[src/rtl/freq_count_fsm.sv]
// ============================================================================
// Module  : freq_count_fsm
// Desc    : Counts rising edges of an asynchronous input over a fixed gate
//           window, then converts the count to two BCD digits. Defining
//           FREQ_OVERFLOW_EN adds an overflow output flag.
// Rev     : 1.0  initial release
// ============================================================================
`default_nettype none
`timescale 1ns/1ps

module freq_count_fsm #(
  parameter int UPDATE_PERIOD = 1200,
  parameter int CNT_W         = 7
) (
  input  logic       clk,
  input  logic       reset,
  input  logic       signal,
  output logic [3:0] ten_count,
  output logic [3:0] unit_count,
  output logic       load
`ifdef FREQ_OVERFLOW_EN
  ,
  output logic       overflow
`endif
);

  localparam int                 c_timer_w    = $clog2(UPDATE_PERIOD);
  localparam logic [c_timer_w-1:0] c_timer_last = c_timer_w'(UPDATE_PERIOD - 1);
  localparam logic [CNT_W-1:0]   c_cnt_max    = CNT_W'(99);
  localparam logic [CNT_W-1:0]   c_cnt_ten    = CNT_W'(10);

  typedef enum logic [1:0] {
    ST_COUNT = 2'd0,
    ST_TENS  = 2'd1,
    ST_UNITS = 2'd2
  } state_e;

  state_e                 state_q, state_d;
  logic [c_timer_w-1:0]   timer_q, timer_d;
  logic [CNT_W-1:0]       edge_cnt_q, edge_cnt_d;
  logic [3:0]             tens_q, tens_d;
  logic [3:0]             ten_count_q, ten_count_d;
  logic [3:0]             unit_count_q, unit_count_d;
  logic                   load_q, load_d;
  logic                   sig_s1_q, sig_s2_q, sig_q;
  logic                   w_rise;
`ifdef FREQ_OVERFLOW_EN
  logic                   ovf_raw_q, ovf_raw_d;
  logic                   overflow_q, overflow_d;
`endif

  assign w_rise = sig_s2_q & ~sig_q;

  always_ff @(posedge clk or negedge reset) begin
    if (!reset) begin
      state_q      <= ST_COUNT;
      timer_q      <= '0;
      edge_cnt_q   <= '0;
      tens_q       <= '0;
      ten_count_q  <= '0;
      unit_count_q <= '0;
      load_q       <= 1'b0;
      sig_s1_q     <= 1'b0;
      sig_s2_q     <= 1'b0;
      sig_q        <= 1'b0;
`ifdef FREQ_OVERFLOW_EN
      ovf_raw_q    <= 1'b0;
      overflow_q   <= 1'b0;
`endif
    end else begin
      state_q      <= state_d;
      timer_q      <= timer_d;
      edge_cnt_q   <= edge_cnt_d;
      tens_q       <= tens_d;
      ten_count_q  <= ten_count_d;
      unit_count_q <= unit_count_d;
      load_q       <= load_d;
      sig_s1_q     <= signal;
      sig_s2_q     <= sig_s1_q;
      sig_q        <= sig_s2_q;
`ifdef FREQ_OVERFLOW_EN
      ovf_raw_q    <= ovf_raw_d;
      overflow_q   <= overflow_d;
`endif
    end
  end

  always_comb begin
    state_d      = state_q;
    timer_d      = timer_q;
    edge_cnt_d   = edge_cnt_q;
    tens_d       = tens_q;
    ten_count_d  = ten_count_q;
    unit_count_d = unit_count_q;
    load_d       = 1'b0;
`ifdef FREQ_OVERFLOW_EN
    ovf_raw_d    = ovf_raw_q;
    overflow_d   = overflow_q;
`endif
    case (state_q)
      ST_COUNT: begin
        timer_d = timer_q + c_timer_w'(1);
        // Saturate at 99 so the BCD split never needs a hundreds digit.
        if (w_rise) begin
          if (edge_cnt_q == c_cnt_max) begin
`ifdef FREQ_OVERFLOW_EN
            ovf_raw_d = 1'b1;
`endif
          end else begin
            edge_cnt_d = edge_cnt_q + CNT_W'(1);
          end
        end
        if (timer_q == c_timer_last) begin
          timer_d = '0;
          state_d = ST_TENS;
        end
      end
      ST_TENS: begin
        if (edge_cnt_q >= c_cnt_ten) begin
          edge_cnt_d = edge_cnt_q - c_cnt_ten;
          tens_d     = tens_q + 4'd1;
        end else begin
          state_d = ST_UNITS;
        end
      end
      ST_UNITS: begin
        ten_count_d  = tens_q;
        unit_count_d = edge_cnt_q[3:0];
        load_d       = 1'b1;
        edge_cnt_d   = '0;
        tens_d       = '0;
`ifdef FREQ_OVERFLOW_EN
        overflow_d   = ovf_raw_q;
        ovf_raw_d    = 1'b0;
`endif
        state_d      = ST_COUNT;
      end
      default: state_d = ST_COUNT;
    endcase
  end

  assign ten_count  = ten_count_q;
  assign unit_count = unit_count_q;
  assign load       = load_q;
`ifdef FREQ_OVERFLOW_EN
  assign overflow   = overflow_q;
`endif

endmodule

`default_nettype wire

[config.mk]
export PLATFORM = sky130hd
export DESIGN_NAME = freq_count_fsm
export DESIGN_NICKNAME = d
export VERILOG_FILES = /design/src/rtl/freq_count_fsm.sv
export SDC_FILE = /design/constraint.sdc
export NUM_CORES = 1
export LEC_CHECK = 0
export CAP_MARGIN = 15
export CORE_ASPECT_RATIO = 0.8
export CORE_MARGIN = 2
export CORE_UTILIZATION = 45
export DETAILED_ROUTE_END_ITERATION = 16
export GPL_ROUTABILITY_DRIVEN = 0
export SYNTH_ARGS = -nofsm -noshare
export SYNTH_HDL_FRONTEND = slang
export SYNTH_SLANG_ARGS = --single-unit
[constraint.sdc]
create_clock -name clk -period 2.3 [get_ports clk]
set_clock_uncertainty 0.15 [all_clocks]
set_input_delay 0.23 -clock clk [delete_from_list [all_inputs] [get_ports clk]]
set_output_delay 0.23 -clock clk [all_outputs]
set_load 0.1 [all_outputs]
==> flow_summary_export.csv, run 1 <==
group,metric,value,unit
cells_and_area,final_util,53.9,%
setup_path,end_kind,"register",
place,port_buffers,11,
cts,cts_tree,"yes",
yosys,synth_adder_area_share,6.86,%
setup_path,crit_slowest_cell,"dfrtp_2",
routing,vias,1588,
cells_and_area,fin_area,2280,um^2
power,power.density,583,nW/um^2
global_routing,grt_use_total,17.4,%
floorplanning,start_util,47.4,%
yosys,synth.area.top_cells,"dfrtp_1 45%, ha_1 6.9%, mux2_2 5.6%",
routing,wl_per_cell,15.0,um
global_routing,antenna_found_initial,0,
setup_path,worstPathArrival,2.22,ns
yosys,synthesis.area,2010,um^2
yosys,synth_compound_area_share,17.0,%
yosys,synthCells,199,
cts,clk_path_buf_depth,2,
power,ir_drop,0.000344,V
sta,report.final.slew_viol_count,0,
setup_path,worstPathCellList,"inv_1 > ha_1 > inv_1 > o21ai_0 > a211o_2 > o41ai_1 > a211o_1",
sta,worst_slack,0.159,ns
yosys,muxShareOfSynthArea,6.61,%
yosys,synth_top_family_by_area,"simple AND/OR/NAND/NOR gates",
cells_and_area,antenna_cells,0,
floorplanning,dieArea,5010,um^2
setup_path,startpoint_type,"register",
place,dp_slack,0.129,ns
setup_path,crit_top_cell,"inv_1",
global_routing,grt_pass1_wl,6850,um
cells_and_area,layout-drive-gt1-share,20.3,%
cts,cts_made_buffers,5,
yosys,yosys.area_share.simple,19.0,%
yosys,syn_area_per_cell,10.1,um^2
routing,drt-met1-wl,2030,um
yosys,synth-seq-area-share,44.9,%
worst_hold_path,hold_path_class,"in2async",
cells_and_area,syn2layout_area_growth,13.6,%
yosys,synth_largest_area_cell,"dfrtp_1",
setup_path,r2r_slack,0.16,ns
routing,first_pass_iters,4,
outcome,status,"complete, no violations",
sta,post-route-min-period,2.14,ns
yosys,synth-xor-area-share,0.437,%
yosys,synth_nets,213,
yosys,synth_cell_types,46,
place,place_area,2150,um^2
cts,cts_num_sinks,36,
yosys,ys_seq_elements,36,
place,post-dp-hpwl,2810,um
routing,drt-initial-drc-count,114,
routing,drc_errors,0,
floorplanning,io_pins,12,
cts,hold_buffers,0,
setup_path,cp_max_fo,7,
floorplanning,fp.dieH,63.7,um
global_routing,grt_overflow,0,
cts,path_clk_slew,0.07,ns
floorplanning,die_w,78.6,um
yosys,yosysWarnings,0,
sta,rsz0062_at_grt,"false",
routing,wl_met2,1860,um
routing,drt.antenna.violating_nets,0,
setup_path,path_class,"reg2reg",
floorplanning,std_cell_rows,21,
floorplanning,core_region_area,4230,um^2
run,maxCapViolCount,0,
setup_path,slowest_delay,0.43,ns
setup_path,critical_path_required,2.38,ns
sta,final.setup.tns,0,ns
power,power,1.33,mW
cells_and_area,nets,230,
routing,dr_wl_met3,173,um
sta,max_freq,0.467,GHz
sta,worst-slew-pin-transition,0.513,ns
sta,hold_viol_final,0,
global_routing,grt_pass1_vias,1495,
sta,relSlewSlack,65.8,%
power,p_leak,1.03,nW
cts,h-tree-depth,2,
global_routing,grt_max_degree,37,
sta,finalSetupViolCount,0,
sta,finalCritPeriodShare,93.1,%
yosys,yosys.area.top_type_share,44.9,%
routing,wl,4110,um
cts,ctsRootBufferMaster,"clkbuf_8",
routing,top_layer,"met4",
cts,clkLatencyLatePin,0.29,ns
routing,avgViaCountPerCell,5.80,
## stage by stage
stage	hold slack, ns	cells
final	0.206	274
after floorplan	-0.216	199
after global routing	0.219	274
after detailed placement	0.192	263
after global placement	0.193	263
after CTS	0.207	271
## registers in the layout, summed over array words and instances (netlist names), 2 cells and up
name and count:
unit_count 4, tens_q 4, state_q 2, ten_count 4, timer_q 11, edge_cnt_q 7
## power breakdown
group	internal, mW	switching, mW	leakage, nW
logic	0.0712	0.105	0.534
registers	0.654	0.0289	0.455
clock network	0.243	0.227	0.0445
total	0.968	0.361	1.03
## placed cells by master, fill, tap and decap left out, drive strengths merged, types with 3 or more instances in the layout
cell    instances
nor3            3
ha             11
a31oi           5
and3            6
nor2           10
inv            12
a211o           5
nor4            4
a21oi           8
o41ai           4
mux2           10
o21ai          14
buf            17
o22ai           3
nand3           8
a21o            3
dfrtp          36
nand2          17
clkbuf          7
and2            4
nand4           4
## worst max-delay path: cells and delay by family, from the launching register on
family | cells | cell delay [ns]
buffers and inverters | 2 | 0.16
adder cells (fa/ha/maj) | 1 | 0.23
flip-flops | 1 | 0.43
AO/OA/AOI/OAI | 4 | 1.11
## path summary, 6_finish.rpt
kind	cells after the start	from	to
max	7	edge_cnt_q[1]$_DFFE_PN0P_	edge_cnt_q[5]$_DFFE_PN0P_
min	2	reset	edge_cnt_q[5]$_DFFE_PN0P_
max reg2reg	7	edge_cnt_q[1]$_DFFE_PN0P_	edge_cnt_q[5]$_DFFE_PN0P_
min reg2reg	0	sig_s1_q$_DFF_PN0_	sig_s2_q$_DFF_PN0_
max in group asynchronous	2	reset	edge_cnt_q[1]$_DFFE_PN0P_
min in group clk	0	sig_s1_q$_DFF_PN0_	sig_s2_q$_DFF_PN0_
## synth_stat cells, drive strengths merged
cell type  number
o32ai           1
nand2b          2
a221oi          2
a2bb2oi         1
a21oi           8
nand2          17
o22ai           3
o31a            1
nand3b          1
a22o            1
or2b            1
a211o           4
clkbuf          5
inv            12
o211a           1
or4b            1
or2             1
nand3           8
dfrtp          36
nor3            3
nand4b          1
a31oi           5
and4            1
o21bai          1
o41ai           4
and2            4
nor2           10
mux2i           2
ha             11
a311oi          1
a21o            3
o21ai          14
and3            6
nand4           4
nor4            4
buf             5
nor4b           1
nor2b           2
mux2           10
xnor2           1
## final cells by class
type                            count  area [um^2]
Clock buffer                        7         86.3
Clock inverter                      1         7.51
Fill cell                         379         1950
Inverter                           12         45.0
Multi-Input combinational cell    142         1020
Sequential cell                    36          902
Tap cell                           57         71.3
Timing Repair Buffer               19          148
## metal layers
| metal | global-route usage (%) | vias to the layer above |
|---|---|---|
| li1 | - | 770 |
| met1 | 23.9 | 768 |
| met2 | 27.1 | 45 |
| met3 | 3.87 | 5 |
| met4 | 6.36 | 0 |
| met5 | 0 | - |
## logic make-up (layout without fill, tap and decap cells)
group | after synthesis | after routing
and+or+nand+nor | 67 | 67
AOI/OAI and AO/OA | 50 | 51
DFF | 36 | 36
buffers and inverters | 22 | 39
muxes | 12 | 12
adders and majority gates | 11 | 11
xor gates and xnor gates | 1 | 1
## what timing repair did
item,in CTS,in global routing
buffers inserted,0,2
gates resized for setup,0,3
endpoints found under the setup margin,0,3
No activity file was read; power rests on OpenSTA's default activity.
==> run 2, diff against run 1 <==
--- a/config.mk
+++ b/config.mk
@@ -5,7 +5,7 @@
 export SDC_FILE = /design/constraint.sdc
 export NUM_CORES = 1
 export LEC_CHECK = 0
-export CAP_MARGIN = 15
+export CAP_MARGIN = 20
 export CORE_ASPECT_RATIO = 0.8
 export CORE_MARGIN = 2
 export CORE_UTILIZATION = 45
==> results of run 2 <==
Final layout, timing and power as in run 1 (identical DEF).
